[src/rtl/mnist_pkg.sv]
// -----------------------------------------------------------------------------
// mnist_pkg
// Shared types and constants for the MNIST inference pipeline.
//   NUM_CLASSES  : number of output classes of the final dense layer.
//   FEATURE_W    : bit width of one feature value.
//   feature_type : signed two's-complement feature value.
// -----------------------------------------------------------------------------
package mnist_pkg;

    localparam int NUM_CLASSES = 10;
    localparam int FEATURE_W   = 8;

    typedef logic signed [FEATURE_W-1:0] feature_type;

endpackage : mnist_pkg

[src/rtl/feature_if.sv]
// -----------------------------------------------------------------------------
// feature_if
// Valid/ready stream carrying NUM_FEATURES signed features per beat.
//   valid    : source presents a beat.
//   ready    : sink accepts; a beat moves on a clock edge with valid && ready.
//   features : lane i of beat b is vector element b*NUM_FEATURES + i.
// -----------------------------------------------------------------------------
interface feature_if
    import mnist_pkg::*;
#(
    parameter int NUM_FEATURES = 2
);
    logic        valid;
    logic        ready;
    feature_type features [NUM_FEATURES];

    modport source (output valid, output features, input ready);
    modport sink   (input valid, input features, output ready);
endinterface : feature_if

[src/rtl/argmax_lane_max.sv]
// -----------------------------------------------------------------------------
// argmax_lane_max
// Combinational reduction of one beat into the running maximum.
//   best_val_i/best_idx_i : running best before this beat.
//   lanes_i               : feature lanes of the beat.
//   base_idx_i            : element index of lane 0.
//   lane_en_i             : lanes that hold real vector elements.
//   first_i               : beat 0; lane 0 loads unconditionally.
//   best_val_o/best_idx_o : running best after this beat.
// Lanes are visited in ascending order and only a strictly greater value
// replaces the best, so ties keep the lowest element index.
// -----------------------------------------------------------------------------
module argmax_lane_max
    import mnist_pkg::*;
#(
    parameter int NUM_FEATURES = 2,
    parameter int IDX_W        = 4
) (
    input  feature_type             best_val_i,
    input  logic [IDX_W-1:0]        best_idx_i,
    input  feature_type             lanes_i [NUM_FEATURES],
    input  logic [IDX_W-1:0]        base_idx_i,
    input  logic [NUM_FEATURES-1:0] lane_en_i,
    input  logic                    first_i,
    output feature_type             best_val_o,
    output logic [IDX_W-1:0]        best_idx_o
);

    always_comb begin
        feature_type      val_v;
        logic [IDX_W-1:0] idx_v;
        val_v = best_val_i;
        idx_v = best_idx_i;
        for (int i = 0; i < NUM_FEATURES; i++) begin
            // Element 0 seeds the search; there is no sentinel minimum.
            if (lane_en_i[i] && (((i == 0) && first_i) || (lanes_i[i] > val_v))) begin
                val_v = lanes_i[i];
                idx_v = base_idx_i + IDX_W'(i);
            end
        end
        best_val_o = val_v;
        best_idx_o = idx_v;
    end

endmodule : argmax_lane_max

[src/rtl/argmax_sink.sv]
// -----------------------------------------------------------------------------
// argmax_sink
// Terminal consumer of the final dense layer output. Receives one vector of
// VECTOR_LENGTH signed features over BEATS beats, finds the maximum and its
// index, and offers them on a valid/ready result port.
//   clock, reset_n : clock and asynchronous active-low reset.
//   features_in    : feature stream, sink side (ready high while receiving).
//   class_valid    : result available.
//   class_ready    : result consumer accepts.
//   class_index    : index of the maximum feature.
//   class_score    : value of the maximum feature.
//   vector_count   : results handed off since reset, wraps at 2^16.
// -----------------------------------------------------------------------------
module argmax_sink
    import mnist_pkg::*;
#(
    parameter  int VECTOR_LENGTH = NUM_CLASSES,
    parameter  int NUM_FEATURES  = 2,
    localparam int IDX_W         = (VECTOR_LENGTH > 1) ? $clog2(VECTOR_LENGTH) : 1
) (
    input  logic             clock,
    input  logic             reset_n,
    feature_if.sink          features_in,
    output logic             class_valid,
    input  logic             class_ready,
    output logic [IDX_W-1:0] class_index,
    output feature_type      class_score,
    output logic [15:0]      vector_count
);

    localparam int BEATS  = (VECTOR_LENGTH + NUM_FEATURES - 1) / NUM_FEATURES;
    localparam int BEAT_W = (BEATS > 1) ? $clog2(BEATS) : 1;
    localparam logic [BEAT_W-1:0] LAST_BEAT = BEAT_W'(BEATS - 1);

    typedef enum logic [0:0] {
        S_RECV = 1'b0,
        S_HOLD = 1'b1
    } argmax_state_type;

    argmax_state_type  state_q, state_d;
    logic [BEAT_W-1:0] beat_q, beat_d;
    feature_type       best_val_q, best_val_d;
    logic [IDX_W-1:0]  best_idx_q, best_idx_d;
    feature_type       result_val_q, result_val_d;
    logic [IDX_W-1:0]  result_idx_q, result_idx_d;
    logic [15:0]       count_q, count_d;

    feature_type             lane_val [NUM_FEATURES];
    logic [NUM_FEATURES-1:0] lane_en;
    logic [31:0]             base_elem;
    feature_type             red_val;
    logic [IDX_W-1:0]        red_idx;
    logic                    xfer;
    logic                    handoff;

    assign xfer    = features_in.valid && (state_q == S_RECV);
    assign handoff = (state_q == S_HOLD) && class_ready;

    // Element index of lane 0 in the current beat; kept wide so the
    // out-of-range test for the partial last beat cannot wrap.
    assign base_elem = 32'(beat_q) * 32'(NUM_FEATURES);

    genvar gi;
    generate
        for (gi = 0; gi < NUM_FEATURES; gi++) begin : g_lane
            assign lane_val[gi] = features_in.features[gi];
            assign lane_en[gi]  = (base_elem + 32'(gi)) < 32'(VECTOR_LENGTH);
        end
    endgenerate

    argmax_lane_max #(
        .NUM_FEATURES (NUM_FEATURES),
        .IDX_W        (IDX_W)
    ) u_lane_max (
        .best_val_i (best_val_q),
        .best_idx_i (best_idx_q),
        .lanes_i    (lane_val),
        .base_idx_i (base_elem[IDX_W-1:0]),
        .lane_en_i  (lane_en),
        .first_i    (beat_q == '0),
        .best_val_o (red_val),
        .best_idx_o (red_idx)
    );

    always_comb begin
        state_d      = state_q;
        beat_d       = beat_q;
        best_val_d   = best_val_q;
        best_idx_d   = best_idx_q;
        result_val_d = result_val_q;
        result_idx_d = result_idx_q;
        count_d      = count_q;

        if (xfer) begin
            best_val_d = red_val;
            best_idx_d = red_idx;
            if (beat_q == LAST_BEAT) begin
                // Result registers only change here, so the outputs stay
                // stable while the result is being held.
                state_d      = S_HOLD;
                result_val_d = red_val;
                result_idx_d = red_idx;
            end else begin
                beat_d = beat_q + 1'b1;
            end
        end

        if (handoff) begin
            state_d = S_RECV;
            beat_d  = '0;
            count_d = count_q + 16'd1;
        end
    end

    always_ff @(posedge clock or negedge reset_n) begin
        if (!reset_n) begin
            state_q      <= S_RECV;
            beat_q       <= '0;
            best_val_q   <= '0;
            best_idx_q   <= '0;
            result_val_q <= '0;
            result_idx_q <= '0;
            count_q      <= '0;
        end else begin
            state_q      <= state_d;
            beat_q       <= beat_d;
            best_val_q   <= best_val_d;
            best_idx_q   <= best_idx_d;
            result_val_q <= result_val_d;
            result_idx_q <= result_idx_d;
            count_q      <= count_d;
        end
    end

    assign features_in.ready = (state_q == S_RECV);
    assign class_valid       = (state_q == S_HOLD);
    assign class_index       = result_idx_q;
    assign class_score       = result_val_q;
    assign vector_count      = count_q;

endmodule : argmax_sink
[src/flat_wrapper.sv]
// flat-port wrapper written by rule: the top's interface ports become plain ports
module argmax_sink_flat import mnist_pkg::*;
#(
    parameter  int VECTOR_LENGTH = NUM_CLASSES,
    parameter  int NUM_FEATURES  = 2,
    localparam int IDX_W         = (VECTOR_LENGTH > 1) ? $clog2(VECTOR_LENGTH) : 1
)
  (clock, reset_n, class_valid, class_ready, class_index, class_score, vector_count, features_in_valid, features_in_features, features_in_ready);
  feature_if #(.NUM_FEATURES(NUM_FEATURES)) features_in_i ();
  input  logic clock;
  input  logic reset_n;
  output logic class_valid;
  input  logic class_ready;
  output logic [IDX_W-1:0] class_index;
  output feature_type class_score;
  output logic [15:0] vector_count;
  input wire logic [$bits(features_in_i.valid)-1:0] features_in_valid;
  input wire logic [$bits(features_in_i.features)-1:0] features_in_features;
  output wire logic [$bits(features_in_i.ready)-1:0] features_in_ready;
  assign features_in_i.valid = features_in_valid;
  assign features_in_i.features = {>>{features_in_features}};
  assign features_in_ready = features_in_i.ready;
  argmax_sink #(.VECTOR_LENGTH(VECTOR_LENGTH), .NUM_FEATURES(NUM_FEATURES)) u_core (.clock(clock), .reset_n(reset_n), .features_in(features_in_i), .class_valid(class_valid), .class_ready(class_ready), .class_index(class_index), .class_score(class_score), .vector_count(vector_count));
endmodule
[config.mk]
export PLATFORM = sky130hd
export DESIGN_NAME = argmax_sink_flat
export DESIGN_NICKNAME = d
export VERILOG_FILES = /design/src/rtl/mnist_pkg.sv /design/src/rtl/feature_if.sv /design/src/rtl/argmax_lane_max.sv /design/src/rtl/argmax_sink.sv /design/src/flat_wrapper.sv
export SDC_FILE = /design/constraint.sdc
export NUM_CORES = 1
export LEC_CHECK = 0
export CORE_MARGIN = 3
export CORE_UTILIZATION = 50
export DETAILED_ROUTE_END_ITERATION = 16
export HOLD_SLACK_MARGIN = 0.1
export PLACE_DENSITY_LB_ADDON = 0.15
export RECOVER_POWER = 25
export SLEW_MARGIN = 15
export SYNTH_ARGS = -nofsm -noshare
export SYNTH_HDL_FRONTEND = slang
export SYNTH_SLANG_ARGS = --single-unit
[constraint.sdc]
create_clock -name clock -period 10.5 [get_ports clock]
set_clock_uncertainty 0.2 [all_clocks]
set_input_delay 3.15 -clock clock [delete_from_list [all_inputs] [get_ports clock]]
set_output_delay 3.15 -clock clock [all_outputs]
set_load 0.1 [all_outputs]
==> metrics, run 1 <==
Reg2Reg Setup Slack=about 5200 ps; unique cell type count in the Yosys netlist=44; post-synthesis sequential area ratio=41.4%; Port Buffers=just under 50; cts hold-fix bufs=0; antenna violations before repair=0; wire per inst=15.5 um; Routed Antenna Nets=0; Setup Fix Bufs, Post-CTS=0; Iter 0 DRT Violations=roughly 110; Mapped Area=0.00266 mm2; Synth Instances=276; Worst Tran Pin Value=between 2000 and 2500 ps; largest fanout on the critical path=34; crit path DAT=slightly above 8000 ps; # DRC=0; Cells on Worst Hold Path=1; pin count of the biggest net entering global routing=45; final wirelength=approximately 6000 um; # resized after CTS=0; Die W=78.9 um; CTS root buffer=clkbuf_8; Worst Hold End=u_core.vector_count[15]; Die Ht=roughly 79 um; Final Hold Viols=0; CP startpoint kind=primary input; crit-path cells=clkdlybuf4s50_1 > ha_1 > a31o_1 > a2111oi_4 > nand3_1 > a21boi_4 > nor2_1 > a21oi_1 > ha_1 > and3_1 > and3_1 > a41oi_2 > and2_1 > o21ai_2 > mux2_4; CP max stage delay=around 710 ps; RR Startpoint=u_core.best_val_q[7]; Post-synth top flop=dfrtp_1; Post-synth EDFFs=0; Worst slew margin=-54.6%; initial core utilization=between 50 and 60%; # nets final=between 300 and 400; H-tree levels=2; vias in the first global route=2152; Worst-Skew Late Latency=about 300 ps; register bit count reported by yosys=44; grt total ovfl=0; failing checks=capacitance limit, slew limit; Final Util=66.0%; reg2reg end=u_core.best_idx_q[2]; share of layout cells above drive strength 1=5.94%; Layout area overhead=22.6%; RSZ-0062 raised after global routing=no; Placer Congestion=between 0.8 and 0.9; DR vias=approximately 2200; Clock Sinks=between 40 and 50; post-route minimum period=slightly above 8000 ps; CTS tree=done; vias per cell=about 5.6; final setup violation count=0; Clock Tree Buf Depth=2; gr usage total=around a fifth; Inserted Clock Buffers=5; Die ar.=a little over 0.006 mm2; max-slew violation count=between 40 and 50; Async SR Flop Fraction=100%; Placeable Area=0.00494 mm2; global-route wire length before repair=between 10000 and 15000 um; Max Fclk=~120 MHz; WP data required=10490 ps; Final TNS setup=0 ps; Ports=50; max-cap violations=1; CP Class=primary input to register; hpwl dp=approximately 4600 um; Clock Pin Slew Worst Setup and Hold Paths=80 ps; Syn Area/Cell=about 9.6 um2; n_diodes=0; Initial DRT Pass Iterations=4; Final Cycle Share=77.6%; Hold Path Origin=u_core.vector_count[15]; Hold Path Class=register to register; reg2reg path depth=15; Critical Path Slowest Stage Cell=a21boi_4; # rows=25; status=finished, violations left; total of warnings raised by yosys=0; critical path endpoint category=register; syn_nets=between 300 and 400; fillcell total=roughly 440
[placed cells by master (no fill, tap or decap), types with 4 or more instances in the layout]
cell             instances
a21oi_1                 18
a22o_1                   7
a22oi_1                  8
and2_1                   4
clkbuf_8                 5
clkdlybuf4s50_1         48
dfrtp_1                 44
ha_1                    19
inv_1                   27
nand2_1                 27
nand3_1                 15
nand4_1                  6
nor2_1                  14
nor2b_1                  5
o21ai_0                  6
o221ai_1                 7
o31ai_1                  7
xnor2_1                 13
[kinds of logic (layout without fill, tap and decap cells)]
| group | count (synthesis) | count (layout) | share of synthesized area, % |
|---|---|---|---|
| AOI/OAI and AO/OA | 72 | 72 | 20.9 |
| adders and majority gates | 19 | 19 | 8.94 |
| muxes | 4 | 4 | 1.98 |
| buffers and inverters | 40 | 84 | 6.87 |
| and+or+nand+nor | 81 | 81 | 14.6 |
| xor gates and xnor gates | 16 | 16 | 5.27 |
| DFF | 44 | 44 | 41.4 |
[sequential cells by signal (all words and copies together) (netlist names)]
name / flops
u_core.class_index: 4
u_core.class_score: 8
u_core.vector_count: 16
u_core.best_val_q: 8
u_core.class_valid: 1
u_core.beat_q: 3
u_core.best_idx_q: 4
[per-layer routing]
metal | share of wire (%) | GRT usage [%]
met2 | 45 | 32.2
met3 | 5.9 | 5.10
met5 | 0 | 0
met4 | 0.95 | 5.67
met1 | 48 | 30.2
[how the worst max path moves through the flow]
| stage | from | to | slack, ps | cells past startpoint |
|---|---|---|---|---|
| floorplan | features_in_features[15] | u_core.best_idx_q[1] | 3510 | 18 |
| global placement | features_in_features[15] | u_core.best_idx_q[2] | 2230 | 14 |
| detailed placement | features_in_features[15] | u_core.best_idx_q[2] | 2080 | 15 |
| CTS | features_in_features[15] | u_core.best_idx_q[2] | 2390 | 15 |
| global route | features_in_features[15] | u_core.best_idx_q[2] | 2000 | 15 |
| finish | features_in_features[15] | u_core.best_idx_q[2] | 2350 | 15 |
[stage by stage]
step           instances  instance area (um2)  setup WS [ps]  hold WS [ps]
2_1_floorplan        276                 2660           3510           273
3_3_place_gp         379                 3150           2230           263
3_5_place_dp         379                 3150           2080           277
4_1_cts              387                 3260           2390           293
5_1_grt              387                 3260           2000           309
6_report             387                 3260           2350           288
[Yosys cell counts (3+ instances only)]
| cell | n | area share, % |
|---|---|---|
| a21oi_1 | 18 | 3.4 |
| nor2_1 | 14 | 2.0 |
| and3_1 | 3 | 0.71 |
| clkbuf_1 | 6 | 0.85 |
| inv_1 | 27 | 3.8 |
| o21ai_0 | 6 | 1.1 |
| a22oi_1 | 8 | 2.3 |
| ha_1 | 19 | 8.9 |
| o221ai_1 | 7 | 2.3 |
| nand3_1 | 15 | 2.8 |
| buf_6 | 3 | 1.3 |
| xor2_1 | 3 | 0.99 |
| nand4_1 | 6 | 1.4 |
| xnor2_1 | 13 | 4.3 |
| nor3_1 | 3 | 0.56 |
| o21ai_1 | 3 | 0.56 |
| o31ai_1 | 7 | 2.0 |
| nand2_1 | 27 | 3.8 |
| and2_1 | 4 | 0.94 |
| nor2b_1 | 5 | 1.2 |
| dfrtp_1 | 44 | 41 |
| a22o_1 | 7 | 2.3 |
[area by class of cell]
| class | instances | area (um2) | area share, % |
|---|---|---|---|
| clock buffer | 5 | 68.8 | 2.11 |
| clock inverter | 3 | 46.3 | 1.42 |
| inverter | 27 | 101 | 3.11 |
| multi-input combinational | 192 | 1380 | 42.2 |
| sequential | 44 | 1100 | 33.8 |
| tap | 67 | 83.8 | 2.57 |
| timing repair buffer | 49 | 484 | 14.9 |
[worst max-delay path, delay by kind of cell]
family                   cells  cell delay, ps
AO/OA/AOI/OAI                6            2180
adder cells (fa/ha/maj)      2             620
buffers and inverters        1             450
multiplexers                 1             390
AND/OR/NAND/NOR              5            1330
Power of run 1 is left out: the tool's default activity adds up to more than one toggle a clock period on the data nets, which glitch-free logic cannot reach.
==> run 2, diff against run 1 <==
Settings changed: CORE_UTILIZATION 50 to 47.
Clock period 10.5 ns to 7.04 ns, I/O delays scaled along.
==> run 2 against run 1 <==
  * Sequential share of layout area is 0.46 points lower
  * Register-to-register slack got worse by 2700 ps
  * Largest cell class unchanged
  * The run still ends with capacitance limit, slew limit left
  * Non-clock buffer count rose by 10
==> metrics, run 2 (synthesis results as in run 1) <==
Final Cycle Share=90.4%; Hold Path Class=register to register; vias per cell=about 5.6; initial core utilization=approximately 50%; Ports=50; wire per inst=around 15 um; DR vias=approximately 2200; Port Buffers=49; CTS tree=done; max reg flops=16; most common cell after layout, fill and taps aside=clkdlybuf4s50_1; multi-input logic area=between 0.001 and 0.0015 mm2; final wirelength=roughly 6200 um; CP Class=primary input to register; pin count of the biggest net entering global routing=45; routed wl met3=355 um; CP startpoint kind=primary input; final setup violation count=0; largest fanout on the critical path=9; WP data required=approximately 7000 ps; Die ar.=0.00660 mm2; Layout area overhead=24.3%; CP max stage delay=between 400 and 500 ps; cell mode on critical path=ha_1; register area=between 0.001 and 0.0015 mm2; # rows=26; DR WL met2=between 2000 and 3000 um; Setup Fix Bufs, Post-CTS=0; vias in the first global route=2183; Final Hold Viols=0; CP delay by family, top=compound AO/OA/AOI/OAI gates; failing checks=capacitance limit, slew limit; crit path DAT=6350 ps; antenna violations before repair=0; n_diodes=0; top layer in use=met4; # resized after CTS=0; # DRC=0; status=finished, violations left; Worst-Skew Late Latency=roughly 300 ps; Clock Sinks=44; fillcell total=roughly 470; max-cap violations=1; sum of buffers and inverters on the critical path=2; Worst Tran Pin Value=around 2300 ps; hpwl dp=4800 um; Placeable Area=approximately 0.0053 mm2; Clock Tree Buf Depth=2; Die Ht=a little over 80 um; Inserted Clock Buffers=5; Reg2Reg Setup Slack=about 2500 ps; CTS root buffer=clkbuf_8; Placer Congestion=about 0.92; H-tree levels=2; DRT met1 WL=about 2800 um; # nets final=368; Routed Antenna Nets=0; Max Fclk=approximately 160 MHz; Critical Path Slowest Stage Cell=clkdlybuf4s50_1; Iter 0 DRT Violations=~160; post-route minimum period=roughly 6400 ps; global-route wire length before repair=10600 um; critical path endpoint category=register; share of layout cells above drive strength 1=approximately 8.5%; Initial DRT Pass Iterations=4; RSZ-0062 raised after global routing=no; max-slew violation count=45; crit-path cells=clkdlybuf4s50_1 > ha_1 > a31o_1 > a2111oi_4 > nand3_1 > a21boi_4 > buf_4 > nor2_1 > a21oi_1 > ha_1 > and3_1 > a22oi_1 > a41oi_2 > and2_1 > o21ai_2 > mux2_2; most used cells in the layout excluding fill and tap cells=48 x clkdlybuf4s50_1, 44 x dfrtp_1, 27 x inv_1, 27 x nand2_1, 19 x ha_1; Worst slew margin=-54.5%; Die W=between 80 and 90 um; grt total ovfl=0; gr usage total=20.7%; Final TNS setup=0 ps; cts hold-fix bufs=0; Clock Pin Slew Worst Setup and Hold Paths=about 80 ps
==> run 2: per-layer routing <==
metal  GRT usage, %  vias to the layer above
met5              0                        -
met4           4.05                        0
met3           3.66                        5
met2           32.9                       71
met1           29.6                     1076
li1               -                     1090
==> run 2: final cells by class <==
type	count	share of cell area, %
Sequential cell	44	33.3
Tap cell	70	2.65
Clock buffer	5	2.08
Multi-Input combinational cell	192	41.6
Timing Repair Buffer	59	16.9
Inverter	27	3.07
Clock inverter	2	0.379
==> run 2: path summary, 6_finish.rpt <==
path,startpoint,depth (start not counted),end
max in group asynchronous,reset_n,1,u_core.best_val_q[1]
worst max-delay path,features_in_features[15],16,u_core.best_idx_q[3]
worst min-delay path,u_core.vector_count[11],1,u_core.vector_count[11]
worst max register to register,u_core.best_val_q[7],16,u_core.best_idx_q[3]
worst min register to register,u_core.vector_count[11],1,u_core.vector_count[11]
min in group asynchronous,reset_n,1,u_core.class_score[6]
==> run 2: through the flow <==
step	area (um2)	std cells	hold slack, ps	setup WS, ps	utilization (%)
floorplan	2660	276	273	1090	-
global placement	3230	392	263	527	60.8
detailed placement	3230	392	286	351	60.8
CTS	3310	399	298	676	62.4
global route	3310	399	316	405	62.3
finish	3310	399	286	677	62.3
Power of run 2 is left out for the same reason.
==> run 3, diff against run 2 <==
Settings changed: CORE_UTILIZATION 47 to 40, MAX_ROUTING_LAYER set to met4.
==> run 3 against run 2 <==
  * The flow still finishes with violations (capacitance limit, slew limit)
  * Clock-buffer cell count did not move
  * Via count is 2.6% lower
  * Global-route usage is 3.0 points lower
  * Final cell count is 1.8% higher
  * Sequential share of layout area fell by 0.35 points
  * Non-clock buffer count fell by 1
  * Worst setup slack improved by 9.2 ps
  * Critical path depth is the same
  * Critical path type unchanged
  * Highest routed layer unchanged
==> metrics, run 3 (synthesis results as in run 1) <==
Placeable Area=between 0.006 and 0.007 mm2; gr usage total=17.7%; # resized after CTS=0; Placer Congestion=between 0.8 and 0.9; final wirelength=between 6000 and 7000 um; RR Startpoint=u_core.best_val_q[7]; Worst-Skew Late Latency=300 ps; Final TNS setup=0 ps; Critical Path Start=features_in_features[15]; max-cap violations=1; status=finished, violations left; Clock Tree Buf Depth=2; # DRC=0; Max Fclk=157 MHz; Final Cycle Share=between 90% and 100%; fillcell total=596; wire per inst=between 15 and 20 um; CP max stage delay=about 450 ps; Iter 0 DRT Violations=~170; Die ar.=between 0.007 and 0.008 mm2; multi-input logic area=about 0.0014 mm2; Worst Tran Pin Value=2410 ps; Hold Path Class=register to register; M1 GR Usage=about 25%; antenna violations before repair=0; CP delay by family, top=compound AO/OA/AOI/OAI gates; failing checks=capacitance limit, slew limit; max reg flops=16; Die W=slightly below 90 um; CP startpoint kind=primary input; Clock Pin Slew Worst Setup and Hold Paths=about 90 ps; crit path DAT=around 6300 ps; pre-CTS setup slack=between 300 and 400 ps; initial core utilization=a little over two fifths; GRT met3 Usage=under 10%; H-tree levels=2; pin count of the biggest net entering global routing=45; Routed Antenna Nets=0; grt total ovfl=0; Die Ht=about 88 um; setup ws final=between 600 and 700 ps; Hold Path Origin=u_core.vector_count[15]; grt met2 use=between 20% and 30%; RSZ-0062 raised after global routing=no; Critical Path Slowest Stage Cell=clkdlybuf4s50_1; crit-path cells=clkdlybuf4s50_1 > ha_1 > a31o_1 > a2111oi_4 > nand3_1 > a21boi_4 > buf_4 > nor2_1 > a21oi_1 > ha_1 > and3_1 > a22oi_1 > a41oi_2 > and2_1 > o21ai_2 > mux2_2; DR vias=2183; Setup Fix Bufs, Post-CTS=0; GRT busiest layer=met2; share of layout cells above drive strength 1=8.51%; Final Hold Viols=0; sum of buffers and inverters on the critical path=2; Ports=50; Port Buffers=about 50; # rows=29; hpwl dp=between 4000 and 5000 um; Layout area overhead=25.6%; CTS root buffer=clkbuf_8; CP Class=primary input to register; final setup violation count=0; Inserted Clock Buffers=5; vias in the first global route=roughly 2100; register area=between 0.001 and 0.0015 mm2; most used cells in the layout excluding fill and tap cells=48 x clkdlybuf4s50_1, 44 x dfrtp_1, 27 x inv_1, 27 x nand2_1, 19 x ha_1; most common cell after layout, fill and taps aside=clkdlybuf4s50_1; largest fanout on the critical path=12; Worst slew margin=-60.8%; global-route wire length before repair=between 10000 and 15000 um; vias per cell=5.38; Initial DRT Pass Iterations=4; critical path endpoint category=register; n_diodes=0; Clock Sinks=44; WP data required=~7000 ps; # nets final=~370; cts hold-fix bufs=0; post-route minimum period=approximately 6400 ps; CTS tree=done; cell mode on critical path=ha_1; max-slew violation count=45
[run 3: changes by cell type in the layout (fill, tap and decap cells not counted), sizes merged]
| cell | before | now |
|---|---|---|
| inv | 27 | 28 |
| bufinv | 0 | 1 |
| buf | 10 | 9 |
| clkinv | 1 | 0 |
[run 3: through the flow]
stage	util, %	instance area (um2)	cells	hold WS, ps
CTS	52.3	3340	406	278
finish	52.3	3340	406	270
detailed placement	50.5	3230	398	266
floorplan	-	2660	276	273
global placement	50.5	3230	398	266
global route	52.3	3340	406	299
[run 3: path summary, 6_finish.rpt]
check,to,slack (ps),cells past startpoint
setup / recovery,u_core.best_idx_q[3],690,16
hold / removal,u_core.vector_count[15],270,1
setup reg to reg,u_core.best_idx_q[3],2520,16
hold reg to reg,u_core.vector_count[15],270,1
max in group asynchronous,u_core.class_score[5],2930,1
min in group asynchronous,u_core.class_score[4],2340,1
[run 3: layout make-up]
cell class,instances,share of cell area (%)
timing repair buffer,58,16.5
clock inverter,3,1.39
tap,77,2.88
sequential,44,33.0
inverter,27,3.03
clock buffer,5,2.06
multi-input combinational,192,41.2
[run 3: per-layer routing]
| layer | vias up | wire, um | part of all wire (%) |
|---|---|---|---|
| met5 | - | 0 | 0 |
| met4 | 0 | 65 | 1.1 |
| met3 | 8 | 269 | 4.4 |
| met2 | 45 | 2740 | 45 |
| met1 | 1035 | 3070 | 50 |
| li1 | 1095 | - | - |
[run 3: worst reg2reg max path, cell delays in order (launching register included)]
cell,delay (ps)
dfrtp_1,390
inv_1,70
ha_1,320
a31o_1,260
a2111oi_4,400
nand3_1,210
a21boi_4,360
buf_4,190
nor2_1,40
a21oi_1,120
ha_1,260
and3_1,210
a22oi_1,200
a41oi_2,260
and2_1,270
o21ai_2,260
mux2_2,380
Power of run 3 is left out for the same reason.
